<file path="config.mk">
export PLATFORM = sky130hd
export DESIGN_NAME = vga_sync_gen
export DESIGN_NICKNAME = d
export VERILOG_FILES = /design/src/rtl/vga_timing_pkg.sv /design/src/rtl/vga_axis_counter.sv /design/src/rtl/vga_sync_gen.sv
export SDC_FILE = /design/constraint.sdc
export NUM_CORES = 1
export LEC_CHECK = 0
export ABC_AREA = 1
export CAP_MARGIN = 10
export CORE_MARGIN = 2
export CORE_UTILIZATION = 30
export DETAILED_ROUTE_END_ITERATION = 10
export DONT_BUFFER_PORTS = 1
export GPL_TIMING_DRIVEN = 0
export SYNTH_ARGS = -nofsm -noshare
export SYNTH_HDL_FRONTEND = slang
export SYNTH_SLANG_ARGS = --single-unit
</file>
<file path="constraint.sdc">
create_clock -name clk -period 2.7 [get_ports clk]
set_input_delay 0.27 -clock clk [delete_from_list [all_inputs] [get_ports clk]]
set_output_delay 0.27 -clock clk [all_outputs]
set_load 0.01 [all_outputs]
</file>
<file path="src/rtl/vga_timing_pkg.sv">
// Default 640x480@60 VGA timing constants and TinyVGA Pmod byte packing shared by the sync generator.
package vga_timing_pkg;

   localparam int unsigned H_DISPLAY = 640;
   localparam int unsigned H_FRONT   = 16;
   localparam int unsigned H_SYNC    = 96;
   localparam int unsigned H_BACK    = 48;
   localparam int unsigned V_DISPLAY = 480;
   localparam int unsigned V_FRONT   = 10;
   localparam int unsigned V_SYNC    = 2;
   localparam int unsigned V_BACK    = 33;

   localparam int unsigned H_TOTAL = H_DISPLAY + H_FRONT + H_SYNC + H_BACK;
   localparam int unsigned V_TOTAL = V_DISPLAY + V_FRONT + V_SYNC + V_BACK;

   localparam int unsigned CNT_W   = 10;
   localparam int unsigned FRAME_W = 8;
   localparam int unsigned PMOD_W  = 8;

   // TinyVGA Pmod pin order: {hsync, b0, g0, r0, vsync, b1, g1, r1}
   localparam int unsigned UO_HSYNC = 7;
   localparam int unsigned UO_B0    = 6;
   localparam int unsigned UO_G0    = 5;
   localparam int unsigned UO_R0    = 4;
   localparam int unsigned UO_VSYNC = 3;
   localparam int unsigned UO_B1    = 2;
   localparam int unsigned UO_G1    = 1;
   localparam int unsigned UO_R1    = 0;

   function automatic logic [PMOD_W-1:0] pmod_pack(input logic hs, input logic vs,
                                                   input logic [1:0] r, input logic [1:0] g,
                                                   input logic [1:0] b);
      logic [PMOD_W-1:0] p;
      p           = '0;
      p[UO_HSYNC] = hs;
      p[UO_B0]    = b[0];
      p[UO_G0]    = g[0];
      p[UO_R0]    = r[0];
      p[UO_VSYNC] = vs;
      p[UO_B1]    = b[1];
      p[UO_G1]    = g[1];
      p[UO_R1]    = r[1];
      return p;
   endfunction

endpackage

</file>
<file path="src/rtl/vga_axis_counter.sv">
// One timing axis: wrap counter with registered sync decode and next-state active/start decodes.
module vga_axis_counter
   import vga_timing_pkg::*;
#(
   parameter int unsigned TOTAL      = H_TOTAL,
   parameter int unsigned SYNC_START = H_DISPLAY + H_FRONT,
   parameter int unsigned SYNC_END   = H_DISPLAY + H_FRONT + H_SYNC - 1,
   parameter int unsigned ACTIVE     = H_DISPLAY
) (
   input  logic             clk,
   input  logic             rst_n,
   input  logic             en_i,
   output logic [CNT_W-1:0] cnt_o,
   output logic             wrap_c_o,
   output logic             active_d_c_o,
   output logic             start_d_c_o,
   output logic             sync_o
);

   logic [CNT_W-1:0] cnt_q, cnt_d;
   logic             sync_q, sync_d;
   logic             wrap;

   // Next count plus decodes of that next value, so the parent can register strobes in step.
   always_comb begin
      wrap         = (cnt_q == CNT_W'(TOTAL - 1));
      cnt_d        = cnt_q;
      if (en_i) begin
         cnt_d = wrap ? '0 : cnt_q + CNT_W'(1);
      end
      sync_d       = (cnt_d >= CNT_W'(SYNC_START)) && (cnt_d <= CNT_W'(SYNC_END));
      active_d_c_o = (cnt_d < CNT_W'(ACTIVE));
      start_d_c_o  = (cnt_d == '0);
      wrap_c_o     = wrap;
   end

   always_ff @(posedge clk or negedge rst_n) begin
      if (!rst_n) begin
         cnt_q  <= '0;
         sync_q <= (SYNC_START == 0);
      end else begin
         cnt_q  <= cnt_d;
         sync_q <= sync_d;
      end
   end

   assign cnt_o  = cnt_q;
   assign sync_o = sync_q;

endmodule

</file>
<file path="src/rtl/vga_sync_gen.sv">
// VGA timing generator: pixel/line counters, registered strobes, frame counter and blanked Pmod output byte.
module vga_sync_gen
   import vga_timing_pkg::*;
#(
   parameter int unsigned H_DISPLAY        = vga_timing_pkg::H_DISPLAY,
   parameter int unsigned H_FRONT          = vga_timing_pkg::H_FRONT,
   parameter int unsigned H_SYNC           = vga_timing_pkg::H_SYNC,
   parameter int unsigned H_BACK           = vga_timing_pkg::H_BACK,
   parameter int unsigned V_DISPLAY        = vga_timing_pkg::V_DISPLAY,
   parameter int unsigned V_FRONT          = vga_timing_pkg::V_FRONT,
   parameter int unsigned V_SYNC           = vga_timing_pkg::V_SYNC,
   parameter int unsigned V_BACK           = vga_timing_pkg::V_BACK,
   parameter int unsigned SYNC_ACTIVE_HIGH = 0
) (
   input  logic               clk,
   input  logic               rst_n,
   input  logic               ena,
   input  logic [1:0]         r_in,
   input  logic [1:0]         g_in,
   input  logic [1:0]         b_in,
   output logic [CNT_W-1:0]   pix_x,
   output logic [CNT_W-1:0]   pix_y,
   output logic               display_on,
   output logic               frame_start,
   output logic               line_start,
   output logic [FRAME_W-1:0] frame_cnt,
   output logic [PMOD_W-1:0]  uo_out
);

   localparam int unsigned H_TOT = H_DISPLAY + H_FRONT + H_SYNC + H_BACK;
   localparam int unsigned V_TOT = V_DISPLAY + V_FRONT + V_SYNC + V_BACK;
   localparam int unsigned H_SS  = H_DISPLAY + H_FRONT;
   localparam int unsigned V_SS  = V_DISPLAY + V_FRONT;
   localparam logic        SYNC_INV = (SYNC_ACTIVE_HIGH == 0);

   logic h_wrap, h_active_d, h_start_d, h_sync;
   logic v_wrap, v_active_d, v_start_d, v_sync;
   logic v_en;

   logic [FRAME_W-1:0] frame_cnt_q, frame_cnt_d;
   logic               display_on_q, display_on_d;
   logic               frame_start_q, frame_start_d;
   logic               line_start_q, line_start_d;
   logic [PMOD_W-1:0]  uo_q, uo_d;
   logic [1:0]         r_bl, g_bl, b_bl;

   assign v_en = ena & h_wrap;

   vga_axis_counter #(
      .TOTAL     (H_TOT),
      .SYNC_START(H_SS),
      .SYNC_END  (H_SS + H_SYNC - 1),
      .ACTIVE    (H_DISPLAY)
   ) u_h (
      .clk         (clk),
      .rst_n       (rst_n),
      .en_i        (ena),
      .cnt_o       (pix_x),
      .wrap_c_o    (h_wrap),
      .active_d_c_o(h_active_d),
      .start_d_c_o (h_start_d),
      .sync_o      (h_sync)
   );

   vga_axis_counter #(
      .TOTAL     (V_TOT),
      .SYNC_START(V_SS),
      .SYNC_END  (V_SS + V_SYNC - 1),
      .ACTIVE    (V_DISPLAY)
   ) u_v (
      .clk         (clk),
      .rst_n       (rst_n),
      .en_i        (v_en),
      .cnt_o       (pix_y),
      .wrap_c_o    (v_wrap),
      .active_d_c_o(v_active_d),
      .start_d_c_o (v_start_d),
      .sync_o      (v_sync)
   );

   // Output byte is built from the pre-edge counter state, so syncs and colour share one cycle of lag.
   always_comb begin
      frame_cnt_d   = frame_cnt_q;
      if (v_en && v_wrap) begin
         frame_cnt_d = frame_cnt_q + FRAME_W'(1);
      end
      display_on_d  = h_active_d & v_active_d;
      frame_start_d = h_start_d & v_start_d;
      line_start_d  = h_start_d;
      r_bl          = display_on_q ? r_in : 2'b00;
      g_bl          = display_on_q ? g_in : 2'b00;
      b_bl          = display_on_q ? b_in : 2'b00;
      uo_d          = pmod_pack(h_sync ^ SYNC_INV, v_sync ^ SYNC_INV, r_bl, g_bl, b_bl);
   end

   always_ff @(posedge clk or negedge rst_n) begin
      if (!rst_n) begin
         frame_cnt_q   <= '0;
         display_on_q  <= 1'b1;
         frame_start_q <= 1'b1;
         line_start_q  <= 1'b1;
         uo_q          <= pmod_pack(SYNC_INV, SYNC_INV, 2'b00, 2'b00, 2'b00);
      end else if (ena) begin
         frame_cnt_q   <= frame_cnt_d;
         display_on_q  <= display_on_d;
         frame_start_q <= frame_start_d;
         line_start_q  <= line_start_d;
         uo_q          <= uo_d;
      end
   end

   assign frame_cnt   = frame_cnt_q;
   assign display_on  = display_on_q;
   assign frame_start = frame_start_q;
   assign line_start  = line_start_q;
   assign uo_out      = uo_q;

endmodule

</file>
### Word level (Yosys, flattened, before mapping)

Index checks and enable logic that the tools add are counted.

* add/sub/neg operators: 3
* order comparisons: 6
* equal/unequal tests: 2
* muxes and demuxes: 7
* bitwise gates (word level): 5
* reduce and logical (&&, ||, !) cells: 6

Operators by type and width (count)
* $mux 10: 4
* $add 10x1->10 const B: 2
* $eq 10x10->1 const B: 2
* $logic_not 10->1: 2
* $ge 10x10->1 const B: 1
* $ge 10x9->1 const B: 1
* $le 10x10->1 const B: 1
* $le 10x9->1 const B: 1
* $lt 10x10->1 const B: 1
* $lt 10x9->1 const B: 1
* $add 8x1->8 const B: 1
* $mux 2: 3
* $and 1x1->1: 3
* $logic_and 1x1->1: 3
* $not 1->1: 2
* $reduce_and 2->1: 1

* register bits after elaboration: 41
* input bits: 9

### Depth between registers and ports, before layout

Gate-level depths: netlist (run 1).

* word-level depth: 5
* depth in mapped cells: 14
* depth with buffers taken out: 14

### Hierarchy

Synthesis (run 1) repeated with hierarchy kept, for this count alone.

* cell total of the unflattened synthesis: 333
* area, all modules: 2414.8 um^2

By module, submodules not included
* vga_sync_gen: times used 1, cells each 101, area each 863.3 um^2
* vga_axis_counter (u_h): times used 1, cells each 120, area each 798.3 um^2
* vga_axis_counter (u_v): times used 1, cells each 112, area each 753.2 um^2

### Worst setup path before layout (run 1)

No wires, ideal clock.

* path type: reg-to-reg
* start: register u_h.cnt_q[1] (netlist: u_h.cnt_o[1])
* end: register frame_cnt_q[4] (netlist: frame_cnt[4])
* data arrival time: 1571 ps
* required time: 2574 ps
* setup slack: 1002 ps
* stages on the path, launching flop included: 10
* path buffers: 0
* clock period less this slack: 1698 ps
* cells stage by stage: dfrtp_1 ha_1 nand2_1 nor2_8 nand3_4 nor2_8 nand2_2 nor2_2 nand3_1 xnor2_1

* longest elaborated chain between the ends: 4

RTL lines
* start: declaration: RTL line vga_axis_counter.sv:20 `logic [CNT_W-1:0] cnt_q, cnt_d;`
* start signal: assignment: RTL line vga_axis_counter.sv:42 `cnt_q <= cnt_d;`
* $eq 10x10->1: RTL line vga_axis_counter.sv:26 `wrap = (cnt_q == CNT_W'(TOTAL - 1));`
* $and 1x1->1: RTL line vga_sync_gen.sv:47 `assign v_en = ena & h_wrap;`
* $logic_and 1x1->1: RTL line vga_sync_gen.sv:84 `if (v_en && v_wrap) begin`
* $reduce_and 2->1 (no line)
* end signal: assignment: RTL line vga_sync_gen.sv:104 `frame_cnt_q <= frame_cnt_d;`
* end: declaration: RTL line vga_sync_gen.sv:40 `logic [FRAME_W-1:0] frame_cnt_q, frame_cnt_d;`

No other way between the ends.
A chain may end at the register's enable or synchronous reset.

### Worst setup path after layout (run 1)

* start: register u_h.cnt_q[1] (netlist: u_h.cnt_o[1])
* end: register frame_start_q (netlist: frame_start)

* longest elaborated chain between the ends: 5
* elaborated cells between the ends (all ways): 9
* classes of those cells: 1 x add/sub; 1 x eq/ne; 3 x mux; 2 x bitwise; 2 x reduce/logical

RTL lines
* $add 10x1->10 or $eq 10x10->1 (tied branches): RTL line vga_axis_counter.sv:29, vga_axis_counter.sv:26
* $mux 10 or $and 1x1->1 (tied branches): RTL line vga_axis_counter.sv:29, vga_sync_gen.sv:47
* $mux 10: RTL line vga_axis_counter.sv:28 `if (en_i) begin`
* $logic_not 10->1: RTL line vga_axis_counter.sv:33 `start_d_c_o = (cnt_d == '0);`
* $and 1x1->1 *: RTL line vga_sync_gen.sv:88 `frame_start_d = h_start_d & v_start_d;`
* end signal: assignment: RTL line vga_sync_gen.sv:106 `frame_start_q <= frame_start_d;`
* end: declaration: RTL line vga_sync_gen.sv:42 `logic frame_start_q, frame_start_d;`

Mark *: on every way between the ends. The rest lies on a longest branch, timed or not.

==> flow_summary.ini, run 1 <==
[routing]
via_per_inst = 4.77
drtIter0Drc = 104
drc_errors = 0
dr.pass1.iters = 5
ant_nets = 0
vias = 2072
routed_wl_mm = 5.80
wire_per_inst_um = 13.4

[synth]
ys_ff_latch = 41
synth_nets = 335
ys_warn_count = 0
postSynthAreaPerCell_sq_um = 7.53
synth_cell_type_count = 29
synth.largest_area_cell = dfrtp_1
netlist_instances = 322
yosysTopAreaCellShare_pct = 37.2
seq_area_frac_synth_pct = 42.6
netlist_area_sq_mm = 0.00242
synthTopCellsByArea = dfrtp_1, nand2_1, nand3_1, inv_1, nor2_1

[clock_network]
clk_latency_ns = 0.29
cts_resized = 0
cts_sinks = 41
cts.clk_slew.worst_paths_ns = 0.08
cts_buffer_depth = 2
cts_setup_buffers = 0
cts-hold-fix-buffers = 2
root_buffer = clkbuf_8
cts_tree = done
htreeDepth = 2
cts_buffers = 5

[place]
place_area_sq_mm = 0.00255
gp_congestion = 0.836
hpwl_mm = 4.33
port_buffers = 0
dp_slack_ns = 0.719

[min_path]
hp-class = in2reg
hold_depth = 2
min_from = g_in[0]
min_to = uo_out[5]$_DFFE_PN0P_

[sta]
rsz0062_at_grt = false
max_freq_mhz = 506
setup_viol = 0
period_share_pct = 73.2
setup_tns_ns = 0
worstMarginPinSlew_ns = 0.417
fin_crit_ns = 1.98
clock_skew_ns = 0.00638
worst_slack_ns = 0.724
maxSlewViolCount = 0
slew_headroom_pct = 72.2
hold_viol = 0

[floorplan]
start_util_pct = 31.2
pin_count = 48
fp.dieW_um = 93.9
num_rows = 32
die_h_um = 93.9
coreArea_sq_mm = 0.00777
die-area_sq_mm = 0.00881

[final_layout]
fin_area_sq_mm = 0.00268
drive_gt1_share_pct = 14.5
syn2layout_area_growth_pct = 10.7
fin_util_pct = 34.5
num-nets-final = 344
diodes = 0
nFillCells = 838

[critical_path]
cp_max_fo = 10
critPathLaunchType = flip-flop
criticalPathCategory = reg2reg
reg2reg_depth = 12
r2r-end = frame_start$_DFFE_PN1P_
cp_data_required_time_ns = 2.94
rr_startpoint = u_h.cnt_o[1]$_DFF_PN0_
end_kind = flip-flop
reg2reg_setup_slack_ns = 0.72
cp.arrival_ns = 2.22

[grt]
track_usage_pct = 13.6
antenna_found_initial = 0
grt-ovfl-total = 0
grt_first_pass_wirelength_mm = 9.39
grt_pass1_vias = 1943
grt_max_degree = 42

[power_and_ir_drop]
p_leak_nw = 1.40
power_w = 0.00157
irDropWorstVdd_uv = 186
p_per_area_mw_per_mm2 = 584

[run_status]
outcome = finished clean

[run]
maxCapViolCount = 0
## worst max path at each step
| stage | start | end | cells past startpoint |
|---|---|---|---|
| 6_report | u_h.cnt_o[1]$_DFF_PN0_ | frame_start$_DFFE_PN1P_ | 12 |
| 3_3_place_gp | u_h.cnt_o[1]$_DFF_PN0_ | frame_start$_DFFE_PN1P_ | 12 |
| 3_5_place_dp | u_h.cnt_o[1]$_DFF_PN0_ | frame_start$_DFFE_PN1P_ | 12 |
| 5_1_grt | u_h.cnt_o[1]$_DFF_PN0_ | u_v.sync_o$_DFF_PN0_ | 7 |
| 4_1_cts | u_h.cnt_o[1]$_DFF_PN0_ | frame_start$_DFFE_PN1P_ | 12 |
| 2_1_floorplan | u_h.cnt_o[1]$_DFF_PN0_ | frame_cnt[4]$_DFFE_PN0P_ | 9 |
## cells in the mapped netlist (all sizes together)
cell type,count
xor2,4
dfrtp,36
inv,46
nand4,12
nand3b,1
nand3,35
nand2,106
o21bai,1
buf,4
dfstp,5
xnor2,4
a21oi,3
nor3,2
mux2,1
o21ai,12
ha,4
nor2,45
clkbuf,1
## logic make-up after synthesis
group,count (synthesis),synth area share (%)
AO/OA/AOI/OAI,16,3.87
XOR/XNOR,8,2.89
buffers and inverters,51,8.83
multiplexers,1,0.465
AND/OR/NAND/NOR,201,39.3
flip-flops,41,42.6
adder cells (fa/ha/maj),4,2.07
## power breakdown
group          total (W)  leakage (nW)  switching, W  internal [W]
clock network   0.000450        0.0542      0.000219      0.000231
registers       0.000818         0.498      0.000130      0.000688
logic           0.000299         0.844      0.000204     0.0000946
total            0.00157          1.40      0.000553       0.00101
## critical path, stage by stage (launching register included)
cell	delay, ns
dfrtp_1	0.47
ha_1	0.21
nand2_1	0.14
nor2_8	0.17
nand4_2	0.11
buf_6	0.17
nand2_2	0.08
nand2_1	0.05
nor2_1	0.08
nand2_1	0.09
nor2_1	0.18
nand3_1	0.10
nand2_1	0.07
## layout make-up
type / count / area, sq um / area share, %
Tap cell: 102 / 128 / 4.76
Inverter: 46 / 173 / 6.44
Clock inverter: 1 / 5.00 / 0.187
Timing Repair Buffer: 2 / 30.0 / 1.12
Sequential cell: 41 / 1030 / 38.5
Buffer: 5 / 41.3 / 1.54
Clock buffer: 7 / 96.3 / 3.59
Multi-Input combinational cell: 230 / 1180 / 43.9
## registers in the layout, indices dropped and copies added (netlist names)
register,flops
u_h.cnt_o,10
u_v.cnt_o,10
frame_cnt,8
uo_out,8
display_on,1
frame_start,1
line_start,1
u_h.sync_o,1
u_v.sync_o,1
## per-layer routing
metal / wire, um / part of all wire [%] / up-vias / track usage, %
met5: 0 / 0 / - / 0
met4: 51 / 0.88 / 0 / 3.99
met3: 425 / 7.3 / 4 / 4.49
met2: 2810 / 48 / 54 / 22.0
met1: 2510 / 43 / 984 / 17.4
li1: - / - / 1030 / -
## stage by stage
step	hold WS, ns	instances
after global placement	-0.0237	424
after floorplan	-0.0256	322
after CTS	0.106	434
after global routing	0.0991	434
final	0.111	434
after detailed placement	-0.0235	424
## placed cells by master (no fill, tap or decap), drive strengths merged
| cell type | count |
|---|---|
| buf | 5 |
| xnor2 | 4 |
| xor2 | 4 |
| a21oi | 3 |
| nand4 | 12 |
| nand2 | 106 |
| dlygate4sd3 | 1 |
| inv | 46 |
| o21bai | 1 |
| dfstp | 5 |
| nand3 | 35 |
| o21ai | 12 |
| clkbuf | 8 |
| mux2 | 1 |
| dfrtp | 36 |
| clkinv | 1 |
| nand3b | 1 |
| nor3 | 2 |
| nor2 | 45 |
| ha | 4 |
Power figures use the tool's default switching activity.
==> run 2: changes to the inputs <==
==> constraint.sdc (replaced) <==
create_clock -name clk -period 1.75 [get_ports clk]
set_input_delay 0.175 -clock clk [delete_from_list [all_inputs] [get_ports clk]]
set_output_delay 0.175 -clock clk [all_outputs]
set_load 0.01 [all_outputs]
==> flow_summary.ini, run 2 (synthesized netlist as in run 1, its figures left out) <==
[grt]
grt_pass1_vias = 2100
grt-ovfl-total = 0
grt_max_degree = 42
grt_first_pass_wirelength_mm = 10.1
track_usage_pct = 14.7
antenna_found_initial = 0

[final_layout]
diodes = 0
num-nets-final = 358
nFillCells = 830
seqCellArea_sq_mm = 0.00104
layout_commonest_cell = nand2_1
multiInputGateArea_sq_mm = 0.00131
fin_util_pct = 38.1
fin_area_sq_mm = 0.00296
syn2layout_area_growth_pct = 22.1
drive_gt1_share_pct = 27.5
final_cells = 448
layout_common_cells = nand2_1, inv_1, nand3_1, nor2_1, dfrtp_1

[critical_path]
criticalPathCategory = reg2reg
cp_data_required_time_ns = 1.99
reg2reg_depth = 14
critPathLaunchType = flip-flop
cp_max_fo = 6
cp.arrival_ns = 2.08
rr_startpoint = u_v.cnt_o[0]$_DFF_PN0_
r2r-end = frame_start$_DFFE_PN1P_
reg2reg_setup_slack_ns = -0.09
end_kind = flip-flop

[min_path]
hold_depth = 2
hp-class = in2reg
min_to = uo_out[5]$_DFFE_PN0P_
min_from = g_in[0]

[floorplan]
pin_count = 48
num_rows = 32
fp.dieW_um = 93.9
coreArea_sq_mm = 0.00777
die-area_sq_mm = 0.00881
die_h_um = 93.9
start_util_pct = 31.2

[clock_network]
cts_sinks = 41
root_buffer = clkbuf_8
cts_buffers = 5
cts_tree = done
cts_buffer_depth = 2
cts.clk_slew.worst_paths_ns = 0.08
clk_latency_ns = 0.29
htreeDepth = 2

[sta]
worst_slack_ns = -0.0872
clock_skew_ns = 0.00690
hold_viol = 0
max_freq_mhz = 544
rsz0062_at_grt = true
fin_crit_ns = 1.84
setup_viol = 2
period_share_pct = 105
slew_headroom_pct = 72.0
worstMarginPinSlew_ns = 0.420
maxSlewViolCount = 0

[run_status]
outcome = finished with violations
violations = negative setup slack

[place]
place_inst = 424
hpwl_mm = 4.33
gp_congestion = 0.836
place_area_sq_mm = 0.00255
port_buffers = 0

[power_and_ir_drop]
irDropWorstVdd_uv = 286
p_per_area_mw_per_mm2 = 838
p_leak_nw = 1.50

[routing]
wire_per_inst_um = 13.8
dr.pass1.iters = 4
routed_wl_mm = 6.18
drc_errors = 0
via_per_inst = 4.78
ant_nets = 0
drtIter0Drc = 120
vias = 2143

[run]
maxCapViolCount = 0
-- run 2: layer usage --
metal | part of all wire [%] | up-vias | track usage (%)
li1 | - | 1057 | -
met1 | 42 | 1031 | 18.0
met2 | 50 | 47 | 24.5
met3 | 6.3 | 8 | 4.41
met4 | 1.6 | 0 | 4.95
met5 | 0 | - | 0
-- run 2: what timing repair did --
item	in CTS	in global routing
setup endpoints to repair	11	12
hold buffers	2	0
pin swaps	13	10
endpoints found under the hold margin	41	0
setup buffers	12	2
gates resized for setup	32	14
-- run 2: power breakdown --
| part | internal (W) | total [W] | leakage (nW) | switching, W |
|---|---|---|---|---|
| Combinational | 0.000166 | 0.000500 | 0.954 | 0.000334 |
| Clock | 0.000357 | 0.000695 | 0.0542 | 0.000338 |
| Sequential | 0.00107 | 0.00129 | 0.491 | 0.000215 |
-- run 2: critical path, stage by stage (launching register included) --
cell and delay (ns):
dfrtp_2 0.44, inv_2 0.07, buf_4 0.13, buf_4 0.13, buf_4 0.13, buf_4 0.12, buf_4 0.12, buf_4 0.13
nand2_1 0.05, nand2_1 0.07, nand2_2 0.08, nand3_2 0.07, nor2_1 0.09, nand3_1 0.08, nand2_1 0.07
-- run 2: cell type report --
type | count | area share, %
plain buffers | 5 | 1.39
clock inverters | 1 | 0.169
repair buffers | 16 | 5.54
inverters | 46 | 5.83
multi-input cells | 230 | 44.3
flip-flops and latches | 41 | 35.2
clock buffers | 7 | 3.25
well taps | 102 | 4.31
-- run 2: how the worst max path moves through the flow --
stage                      startpoint                       end  slack [ns]  cells past startpoint
6_report       u_v.cnt_o[0]$_DFF_PN0_   frame_start$_DFFE_PN1P_       -0.09                     14
5_1_grt        u_v.cnt_o[0]$_DFF_PN0_   frame_start$_DFFE_PN1P_       -0.17                     14
4_1_cts        u_h.cnt_o[1]$_DFF_PN0_      u_v.sync_o$_DFF_PN0_       -0.07                     10
3_5_place_dp   u_h.cnt_o[1]$_DFF_PN0_   frame_start$_DFFE_PN1P_       -0.23                     12
3_3_place_gp   u_h.cnt_o[1]$_DFF_PN0_   frame_start$_DFFE_PN1P_       -0.22                     12
2_1_floorplan  u_h.cnt_o[1]$_DFF_PN0_  frame_cnt[4]$_DFFE_PN0P_        0.05                      9
-- run 2: stage by stage --
step,hold WS [ns],power [W],setup WS (ns),TNS [ns]
after global placement,-0.119,0.00171,-0.225,-1.05
after detailed placement,-0.118,0.00172,-0.231,-1.20
final,0.0166,0.00248,-0.0872,-0.0910
after CTS,0.0110,0.00250,-0.0740,-0.170
after floorplan,-0.121,0.00160,0.0522,0
after global routing,0.00408,0.00267,-0.169,-0.702
